## src/rtl/word_stream_if.sv

```systemverilog
// word_stream_if: valid/ready letter stream from the generator to a consumer.
interface word_stream_if;
    logic [7:0] letter;
    logic       valid;
    logic       ready;
    logic       in_word;
    logic       word_end;
    logic [7:0] word_cnt;
    modport master (output letter, valid, in_word, word_end, word_cnt, input ready);
    modport slave (input letter, valid, in_word, word_end, word_cnt, output ready);
endinterface

```

## src/rtl/word_stream_gen.sv

```systemverilog
// word_stream_gen: LFSR filler letters with on-demand contiguous insertion of WORD.
module word_stream_gen #(
    parameter int                  WORD_LEN = 6,
    parameter logic [8*WORD_LEN-1:0] WORD   = "ABSENT",
    parameter logic [15:0]         SEED     = 16'hACE1
) (
    input  logic           clk,
    input  logic           rst,
    input  logic           en,
    input  logic           inject,
    word_stream_if.master  s
);
    typedef enum logic [1:0] {IDLE, FILL, SEND} state_t;
    localparam logic [7:0] FIRST = WORD[8*WORD_LEN-1 -: 8];
    state_t                state, state_n;
    logic [15:0]           lfsr, lfsr_n;
    logic [4:0]            idx, idx_n, v;
    logic [7:0]            letter_n, cnt_n, raw, fill, wchar;
    logic [8*WORD_LEN-1:0] word_sh;
    logic                  pending, word_end_n, load_w0, acc;
    assign s.valid   = state != IDLE;
    assign s.in_word = state == SEND;
    assign acc       = s.valid && s.ready;
    assign word_sh   = WORD << {idx, 3'b000};
    assign wchar     = word_sh[8*WORD_LEN-1 -: 8];
    assign v         = lfsr[4:0] >= 5'd26 ? lfsr[4:0] - 5'd26 : lfsr[4:0];
    assign raw       = 8'h41 + {3'b000, v};
    // Filler never starts the target word, so WORD only appears where injected
    assign fill      = raw != FIRST ? raw : (raw == 8'h5A ? 8'h41 : raw + 8'd1);
    always_comb begin
        state_n    = state;
        letter_n   = s.letter;
        idx_n      = idx;
        lfsr_n     = lfsr;
        word_end_n = 1'b0;
        cnt_n      = s.word_cnt;
        load_w0    = 1'b0;
        if (acc && state == SEND && int'(idx) < WORD_LEN) begin
            letter_n = wchar;
            idx_n    = idx + 5'd1;
        end else if (state == IDLE ? en : acc) begin
            if (state == SEND) begin
                word_end_n = 1'b1;
                cnt_n      = s.word_cnt + 8'd1;
            end
            if (!en) begin
                state_n = IDLE;
            end else if (pending) begin
                load_w0  = 1'b1;
                letter_n = FIRST;
                idx_n    = 5'd1;
                state_n  = SEND;
            end else begin
                letter_n = fill;
                lfsr_n   = {lfsr[14:0], lfsr[15] ^ lfsr[13] ^ lfsr[12] ^ lfsr[10]};
                state_n  = FILL;
            end
        end
    end
    always_ff @(posedge clk or posedge rst) begin
        if (rst) begin
            state      <= IDLE;
            lfsr       <= SEED;
            idx        <= 5'd0;
            pending    <= 1'b0;
            s.letter   <= 8'h00;
            s.word_end <= 1'b0;
            s.word_cnt <= 8'h00;
        end else begin
            state      <= state_n;
            lfsr       <= lfsr_n;
            idx        <= idx_n;
            pending    <= inject | (pending & ~load_w0);
            s.letter   <= letter_n;
            s.word_end <= word_end_n;
            s.word_cnt <= cnt_n;
        end
    end
endmodule

```

## src/flat_wrapper.sv

```systemverilog
// flat-port wrapper written by rule: the top's interface ports become plain ports
module word_stream_gen_flat 
#(
    parameter int                  WORD_LEN = 6,
    parameter logic [8*WORD_LEN-1:0] WORD   = "      ",
    parameter logic [15:0]         SEED     = 16'hACE1
)
  (clk, rst, en, inject, s_letter, s_valid, s_in_word, s_word_end, s_word_cnt, s_ready);
  word_stream_if s_i ();
  input  logic clk;
  input  logic rst;
  input  logic en;
  input  logic inject;
  output wire logic [$bits(s_i.letter)-1:0] s_letter;
  output wire logic [$bits(s_i.valid)-1:0] s_valid;
  output wire logic [$bits(s_i.in_word)-1:0] s_in_word;
  output wire logic [$bits(s_i.word_end)-1:0] s_word_end;
  output wire logic [$bits(s_i.word_cnt)-1:0] s_word_cnt;
  input wire logic [$bits(s_i.ready)-1:0] s_ready;
  assign s_letter = s_i.letter;
  assign s_valid = s_i.valid;
  assign s_in_word = s_i.in_word;
  assign s_word_end = s_i.word_end;
  assign s_word_cnt = s_i.word_cnt;
  assign s_i.ready = s_ready;
  word_stream_gen #(.WORD_LEN(WORD_LEN), .WORD(WORD), .SEED(SEED)) u_core (.clk(clk), .rst(rst), .en(en), .inject(inject), .s(s_i));
endmodule
```

## config.mk

```make
export PLATFORM = sky130hd
export DESIGN_NAME = word_stream_gen_flat
export DESIGN_NICKNAME = d
export VERILOG_FILES = /design/src/rtl/word_stream_if.sv /design/src/rtl/word_stream_gen.sv /design/src/flat_wrapper.sv
export SDC_FILE = /design/constraint.sdc
export NUM_CORES = 1
export LEC_CHECK = 0
export ABC_CLOCK_PERIOD_IN_PS = 2400
export BUFFER_PORTS_ARGS = -buffer_cell sky130_fd_sc_hd__buf_2
export CORE_MARGIN = 2
export CORE_UTILIZATION = 55
export CTS_CLUSTER_SIZE = 12
export DETAILED_ROUTE_END_ITERATION = 16
export GPL_TIMING_DRIVEN = 0
export PLACE_DENSITY = 0.78
export SLEW_MARGIN = 20
export SYNTH_ARGS = -nofsm -noshare
export SYNTH_HDL_FRONTEND = slang
export SYNTH_SLANG_ARGS = --single-unit
```

## constraint.sdc

```tcl
create_clock -name clk -period 2.4 [get_ports clk]
set_input_delay 0.12 -clock clk [delete_from_list [all_inputs] [get_ports clk]]
set_output_delay 0.12 -clock clk [all_outputs]
set_load 0.005 [all_outputs]
```

# Word-level counts from Yosys, hierarchy flattened
# Cells that the tools add are included.
[totals]
output_inout_bits = 19
elab_cells = 60
reg_bits = 41
in_bits = 5
[op_classes]
n_reduce_logical = 13
shifts = 1
addsub = 5
magnitude_cmp = 2
bitwise_logic = 8
n_eq_ne = 3
n_mux = 21
[op_table]
columns = ["cell", "count"]
rows = [
  ["2-to-1 mux 8 bit", 6],
  ["<< shifter 46 x 8 -> 48 bit, first input constant", 1],
  ["2-to-1 mux 5 bit", 5],
  ["adder 8 x 1 -> 8 bit, second input constant", 2],
  ["adder 7 x 5 -> 8 bit, first input constant", 1],
  ["equality test 8 x 7 -> 1 bit, second input constant", 1],
  ["2-to-1 mux 1 bit", 8],
  ["!= test 8 x 6 -> 1 bit, second input constant", 1],
  ["nonzero test 2 bit", 4],
  ["AND reduction 3 bit", 2],
  ["adder 5 x 1 -> 5 bit, second input constant", 1],
  ["greater-or-equal comparator 5 bit, second input constant", 1],
  ["< comparator 5 x 3 -> 1 bit, second input constant", 1],
  ["subtractor 5 bit, second input constant", 1],
  ["2-to-1 mux 2 bit", 2],
  ["AND reduction 2 bit", 2],
  ["AND reduction 4 bit", 1],
  ["logical AND 1 bit", 3],
  ["inverter 1 bit", 3],
  ["XOR 1 bit", 3],
  ["equality test 2 bit, second input constant", 1],
  ["zero test 2 bit", 1],
  ["AND 1 bit", 1],
  ["OR 1 bit", 1],
]

# Logic depth before layout (Yosys ltp)
# Gate-level depths: netlist of run 1.
[logic_depth]
depth_word = 10
mapped_depth = 9
depth_no_buf = 9

# Worst setup path before layout of run 1
# OpenSTA, ideal clock, no wires.
[synth_path]
kind = "reg-to-reg"
startpoint = "reg u_core.lfsr[1]"
endpoint = "reg u_core.s.letter[2]"
required_ps = 2278
slack_ps = 454
path_buffers = 0
stages_incl_launch_ff = 9
setup_time_ps = 122
synth_period_minus_slack_ps = 1946
t_arrival_ps = 1824
cell_sequence = "dfrtp_1 -> inv_1 -> ha_1 -> o21a_1 -> o21ai_0 -> o21ai_0 -> ha_1 -> or3_1 -> a32o_1"
[synth_between]
elab_chain_len = 10
elab_cells_between_ends = 13
classes_between = "add/sub: 3; order compare: 1; eq/ne: 2; mux: 7"
[synth_lines]
columns = ["element", "line_no", "text"]
rows = [
  ["start, declared", "word_stream_gen.sv:16", "logic [15:0] lfsr, lfsr_n;"],
  ["start signal, assigned", "word_stream_gen.sv:71", "lfsr <= lfsr_n;"],
  ["subtractor 5 bit / greater-or-equal comparator 5 bit (equally long branches)", "word_stream_gen.sv:26", "assign v = lfsr[4:0] >= 5'd26 ? lfsr[4:0] - 5'd26 : lfsr[4:0];"],
  ["2-to-1 mux 5 bit *", "word_stream_gen.sv:26", ""],
  ["adder 7 x 5 -> 8 bit *", "word_stream_gen.sv:27", "assign raw = 8'h41 + {3'b000, v};"],
  ["adder 8 x 1 -> 8 bit / equality test 8 x 7 -> 1 bit (equally long branches)", "word_stream_gen.sv:29", "assign fill = raw != FIRST ? raw : (raw == 8'h5A ? 8'h41 : raw + 8'd1);"],
  ["2-to-1 mux 8 bit", "word_stream_gen.sv:29", ""],
  ["2-to-1 mux 8 bit *", "word_stream_gen.sv:29", ""],
  ["2-to-1 mux 8 bit *", "word_stream_gen.sv:48", "end else if (pending) begin"],
  ["2-to-1 mux 8 bit *", "word_stream_gen.sv:46", "if (!en) begin"],
  ["2-to-1 mux 8 bit *", "word_stream_gen.sv:41", "end else if (state == IDLE ? en : acc) begin"],
  ["2-to-1 mux 8 bit *", "word_stream_gen.sv:38", "if (acc && state == SEND && int'(idx) < WORD_LEN) begin"],
  ["end signal, assigned", "word_stream_gen.sv:74", "s.letter <= letter_n;"],
  ["end, declared", "word_stream_if.sv:9", "modport master (output letter, valid, in_word, word_end, word_cnt, input ready);"],
]
# Mark *: on every way between the ends. The rest lies on a longest branch, timed or not. The select of a mux whose other input is x is not followed.
# A chain may end at the register's enable or synchronous reset.

# Worst setup path in the final report of run 1
[layout_path]
startpoint = "reg u_core.lfsr[1]"
endpoint = "reg u_core.s.letter[5]"
# Same word-level chain as after synthesis.

==> results.py, run 1 <==
metrics = {
    "outcome": {
        "status": "finished clean",
    },
    "logic_synthesis": {
        "synth.net_count": 176,
        "synth_area_um2": 1950,
        "synth.most_common_cell": "dfrtp_1",
        "synth_common_cells": "32 x dfrtp_1, 12 x mux2_2, 11 x inv_1, 11 x o21ai_0, 10 x nand2_1",
        "ys_ff_latch": 40,
        "synth_seq_area_share_pct": 51.9,
        "syn_area_per_cell_um2": 11.7,
        "synth_cell_types": 53,
        "ys_top_cells_by_area": "dfrtp_1 41%, dfstp_2 11%, mux2_2 6.9%",
        "async_reset_ff_share_pct": 100,
        "synth.top_cell.area_share_pct": 41.1,
        "synth_edf_count": 0,
        "synth_largest_area_cell": "dfrtp_1",
        "postSynthCellCount": 167,
        "yosys_warnings": 0,
        "synthFlopType": "dfrtp_1",
    },
    "clock_tree": {
        "clkTransAtPathRegs_ps": 110,
        "clkLatencyLatePin_ps": 360,
        "clock-sinks": 40,
        "numCtsBuffers": 5,
        "ctsResizeCount": 0,
        "root_buffer": "clkbuf_4",
        "cts_max_path_buffers": 2,
        "cts_tree": "done",
        "htreeDepth": 2,
    },
    "placement": {
        "dp_slack_ps": 337,
        "io_buffers": 21,
        "place.detailed.hpwl_um": 2390,
        "place.gp.congestion": 0.971,
        "placed_cell_area_um2": 2130,
    },
    "setup_path": {
        "crit_arrival_ps": 2380,
        "slowest_stage": "dfrtp_1",
        "crit_path_end_kind": "flip-flop",
        "worstPathRequired_ps": 2670,
        "path_delay_family": "simple AND/OR/NAND/NOR gates",
        "critPathMaxStageDelay_ps": 460,
        "setup.worst_path.start_class": "flip-flop",
        "cp_num_buf_inv": 1,
        "path_cells": "inv_1, ha_1, or3b_1, mux2i_1, nor4bb_1, a2bb2oi_1",
        "worst-path-max-fanout": 8,
        "path_class": "reg2reg",
    },
    "detailed_routing": {
        "drt-total-wl_um": 3300,
        "num_vias": 1340,
        "dr.pass1.iters": 4,
        "viasPerCell": 5.47,
        "wire_per_inst_um": 13.5,
        "first_iter_violations": 47,
        "drc_errors": 0,
        "antenna_left": 0,
    },
    "layout": {
        "drive_above_1_share_pct": 32.2,
        "diodes": 0,
        "area_growth_pct": 15.3,
        "fillers": 274,
        "layout.nets": 207,
        "finish.instance_area_um2": 2250,
        "finalCoreUtilization_pct": 66.8,
    },
    "power": {
        "pwr-share-clk_pct": 29.4,
        "finalPower_mw": 1.66,
        "p_seq_share_pct": 50.3,
        "leakage_nw": 1.11,
        "switchingPower_uw": 476,
        "intPower_mw": 1.19,
        "ir_drop_uv": 555,
        "combPwrFrac_pct": 20.3,
        "switching_share_pct": 28.6,
        "power.density_nw_per_um2": 741,
    },
    "floorplan": {
        "fp.coreArea_um2": 3360,
        "die_width_um": 63.5,
        "die_area_um2": 4030,
        "rows": 21,
        "die_h_um": 63.5,
        "ios": 24,
        "start_util_pct": 57.9,
    },
    "sta": {
        "final-hold-violation-count": 0,
        "rsz0062_at_grt": "false",
        "period_minus_slack_ps": 2110,
        "slew_violations": 0,
        "setup_tns_ps": 0,
        "clock_skew_ps": 8.32,
        "timing.final.ws_setup_ps": 294,
        "fin_crit_sh_pct": 87.7,
        "setup_viol": 0,
        "fmax_ghz": 0.475,
    },
    "grt": {
        "grt_pass1_vias": 1370,
        "antenna_found_initial": 0,
        "grt_pass1_wl_um": 5830,
        "grt_usage_pct": 18.9,
        "grt_overflow": 0,
        "grt_start_max_net_pins": 36,
    },
    "run": {
        "drv_cap": 0,
    },
    "min_path": {
        "hp-class": "in2reg",
    },
}
## per-stage QoR
stage	hold WS [ps]	instances
floorplan	234	167
global placement	319	234
detailed placement	30.0	235
CTS	65.5	245
global route	78.3	245
finish	74.2	245
## worst paths after layout
path,startpoint,end,slack (ps),depth (start not counted)
max in group asynchronous,rst,u_core.lfsr[10],1740,4
hold / removal,en,u_core.state[0],70,2
hold reg to reg,u_core.s.word_cnt[7],u_core.s.word_cnt[7],480,1
min in group asynchronous,rst,u_core.s.word_cnt[0],190,3
setup / recovery,u_core.lfsr[1],u_core.s.letter[5],290,6
setup reg to reg,u_core.lfsr[1],u_core.s.letter[5],290,6
## power by group through the flow
stage / combinational (mW) / sequential, mW / clock [mW]
after CTS: 0.343 / 0.838 / 0.506
after floorplan: 0.238 / 0.836 / 0
after global placement: 0.318 / 0.842 / 0
after detailed placement: 0.340 / 0.848 / 0
final: 0.338 / 0.837 / 0.489
after global routing: 0.387 / 0.851 / 0.532
## kinds of logic after synthesis
kind of cell | Yosys count | synth area share [%]
other cells | 1 | 0.192
simple gates | 39 | 11.8
fa+ha+maj | 4 | 2.57
compound gates | 38 | 15.1
buf+inv | 19 | 4.95
flops | 40 | 51.9
xor+xnor | 11 | 4.95
mux | 15 | 8.61
## flip-flops by register name, indices dropped and copies added, names as in the netlist
name               flops
u_core.s.letter        7
u_core.s.word_end      1
u_core.state           2
u_core.pending         1
u_core.lfsr           16
u_core.s.word_cnt      8
u_core.idx             5
## what timing repair did
| item | CTS | global route |
|---|---|---|
| endpoints found under the hold margin | 33 | 0 |
| setup endpoints to repair | 0 | 0 |
| setup buffers | 0 | 0 |
| hold buffers | 2 | 0 |
## area by class of cell
cell class / count / area, um2 / area share (%)
multi-input cells: 108 / 841 / 37.4
plain buffers: 8 / 55.1 / 2.45
inverters: 11 / 41.3 / 1.84
repair buffers: 24 / 145 / 6.46
clock buffers: 7 / 65.1 / 2.90
clock inverters: 1 / 30.0 / 1.34
flip-flops and latches: 40 / 1010 / 45.0
well taps: 46 / 57.6 / 2.56
## cells in the final DEF (no fill, tap or decap), types with 2 or more instances in the layout
master	count
a22o_1	2
a32o_1	2
and2_1	2
buf_2	26
buf_6	2
clkbuf_4	5
clkbuf_8	2
dfrtp_1	32
dfstp_2	8
dlygate4sd3_1	2
ha_1	4
inv_1	10
mux2_1	2
mux2_2	12
nand2_1	10
nand2b_1	4
nand3_1	4
nand4_1	3
nor2_1	4
nor2b_1	2
nor4bb_1	2
o21ai_0	11
o221ai_1	2
o2bb2ai_1	2
xnor2_1	9
xor2_1	2
## metal layers
layer  GRT usage (%)  vias up  share of wire, %
met5               0        -                 0
met4            10.9        0               2.7
met3            4.29        8               4.1
met2            31.3       32                48
met1            22.5      643                46
li1                -      657                 -
Power figures use the tool's default switching activity.
==> run 2, diff against run 1 <==
--- a/config.mk
+++ b/config.mk
@@ -12,7 +12,7 @@
 export CTS_CLUSTER_SIZE = 12
 export DETAILED_ROUTE_END_ITERATION = 16
 export GPL_TIMING_DRIVEN = 0
-export PLACE_DENSITY = 0.78
+export PLACE_DENSITY_LB_ADDON = 0.15
 export SLEW_MARGIN = 20
 export SYNTH_ARGS = -nofsm -noshare
 export SYNTH_HDL_FRONTEND = slang
==> results.py, run 2 (synthesized netlist as in run 1, its figures left out) <==
metrics = {
    "outcome": {
        "status": "finished clean",
    },
    "layout": {
        "layout_common_cells": "30 x dfrtp_1, 26 x buf_2, 12 x mux2_2",
        "layout.cells.non_filler": 245,
        "fillers": 284,
        "drive_above_1_share_pct": 33.2,
        "finalCoreUtilization_pct": 66.4,
        "area_growth_pct": 14.6,
        "top_register": "u_core.lfsr",
        "finish.instance_area_um2": 2230,
        "diodes": 0,
        "largest_reg_flops": 16,
        "final_common_cell": "dfrtp_1",
        "layout.nets": 207,
        "reg.largest.list": "u_core.lfsr (16), u_core.s.word_cnt (8), u_core.s.letter (7)",
    },
    "placement": {
        "io_buffers": 21,
        "placed_cell_area_um2": 2130,
        "place.detailed.hpwl_um": 2430,
        "dp_slack_ps": 228,
        "place.gp.congestion": 0.797,
        "placed_cells": 235,
    },
    "clock_tree": {
        "clock-sinks": 40,
        "numCtsBuffers": 5,
        "htreeDepth": 2,
        "clkLatencyLatePin_ps": 360,
        "cts_tree": "done",
        "root_buffer": "clkbuf_4",
        "cts_max_path_buffers": 2,
        "clkTransAtPathRegs_ps": 140,
    },
    "floorplan": {
        "die_h_um": 63.5,
        "ios": 24,
        "die_area_um2": 4030,
        "rows": 21,
        "start_util_pct": 57.9,
        "fp.coreArea_um2": 3360,
        "die_width_um": 63.5,
    },
    "setup_path": {
        "crit_path_end_kind": "flip-flop",
        "path_class": "reg2reg",
        "crit_arrival_ps": 2510,
        "worst-path-max-fanout": 8,
        "worstPathRequired_ps": 2670,
        "setup.worst_path.start_class": "flip-flop",
    },
    "grt": {
        "grt_usage_pct": 20.0,
        "grt_pass1_wl_um": 6300,
        "grt_start_max_net_pins": 28,
        "grt_pass1_vias": 1406,
        "antenna_found_initial": 0,
        "grt_overflow": 0,
    },
    "power": {
        "leakage_nw": 1.10,
        "finalPower_mw": 1.63,
        "ir_drop_uv": 474,
        "power.density_nw_per_um2": 730,
    },
    "sta": {
        "slew_violations": 0,
        "holdWs_ps": 70.1,
        "fin_crit_sh_pct": 93.6,
        "timing.final.ws_setup_ps": 154,
        "fmax_ghz": 0.445,
        "final-hold-violation-count": 0,
        "setup_tns_ps": 0,
        "setup_viol": 0,
        "rsz0062_at_grt": "false",
        "period_minus_slack_ps": 2250,
        "clock_skew_ps": 15.8,
    },
    "run": {
        "drv_cap": 0,
    },
    "detailed_routing": {
        "wire_per_inst_um": 14.3,
        "antenna_left": 0,
        "num_vias": 1388,
        "drc_errors": 0,
        "drt-total-wl_um": 3500,
        "first_iter_violations": 56,
        "viasPerCell": 5.67,
        "dr.pass1.iters": 5,
    },
    "min_path": {
        "hp-class": "in2reg",
    },
}
-- run 2: cell types whose count changed in the layout (fill, tap and decap cells not counted) --
cell and change:
clkbuf_8 -2, clkinv_2 +1, clkinvlp_4 +1, dfrtp_1 -2, dfrtp_2 +2
-- run 2: path summary, 6_finish.rpt --
path | startpoint | to | slack, ps | depth (start not counted)
hold / removal | en | u_core.state[0] | 70 | 2
setup / recovery | u_core.lfsr[1] | u_core.s.letter[2] | 150 | 8
hold reg to reg | u_core.s.word_cnt[7] | u_core.s.word_cnt[7] | 490 | 1
max in group asynchronous | rst | u_core.lfsr[13] | 1610 | 4
min in group asynchronous | rst | u_core.idx[0] | 260 | 3
setup reg to reg | u_core.lfsr[1] | u_core.s.letter[2] | 150 | 8
-- run 2: layout make-up --
cell class / instances / area (um2) / share of cell area [%]
sequential: 40 / 1010 / 45.4
inverter: 11 / 41.3 / 1.85
multi-input combinational: 108 / 841 / 37.6
clock buffer: 5 / 37.5 / 1.68
timing repair buffer: 24 / 145 / 6.50
buffer: 8 / 55.1 / 2.46
tap: 46 / 57.6 / 2.58
clock inverter: 3 / 42.5 / 1.90
-- run 2: timing repair --
item	4_1_cts	5_1_grt
setup buffers	0	0
gates resized for setup	0	2
endpoints found under the setup margin	0	1
hold buffers	2	0
hold endpoints to repair	14	0
-- run 2: metal layers --
layer | track usage (%) | vias up | share of wire (%) | routed length (um)
met5 | 0 | - | 0 | 0
met4 | 6.79 | 0 | 2.1 | 74
met3 | 5.54 | 9 | 4.9 | 170
met2 | 32.1 | 41 | 48 | 1690
met1 | 26.0 | 680 | 45 | 1560
li1 | - | 658 | - | -
-- run 2: power breakdown --
part	switching (mW)	internal [mW]
clock	0.236	0.217
sequential	0.0872	0.750
combinational	0.176	0.163
-- run 2: worst max-delay path: stages, from the launching register on --
cell and delay [ps]:
dfrtp_2 440, inv_1 80, ha_1 250, o21a_1 150
o21ai_0 230, o21ai_0 150, ha_1 240, or3_1 370
a32o_1 250
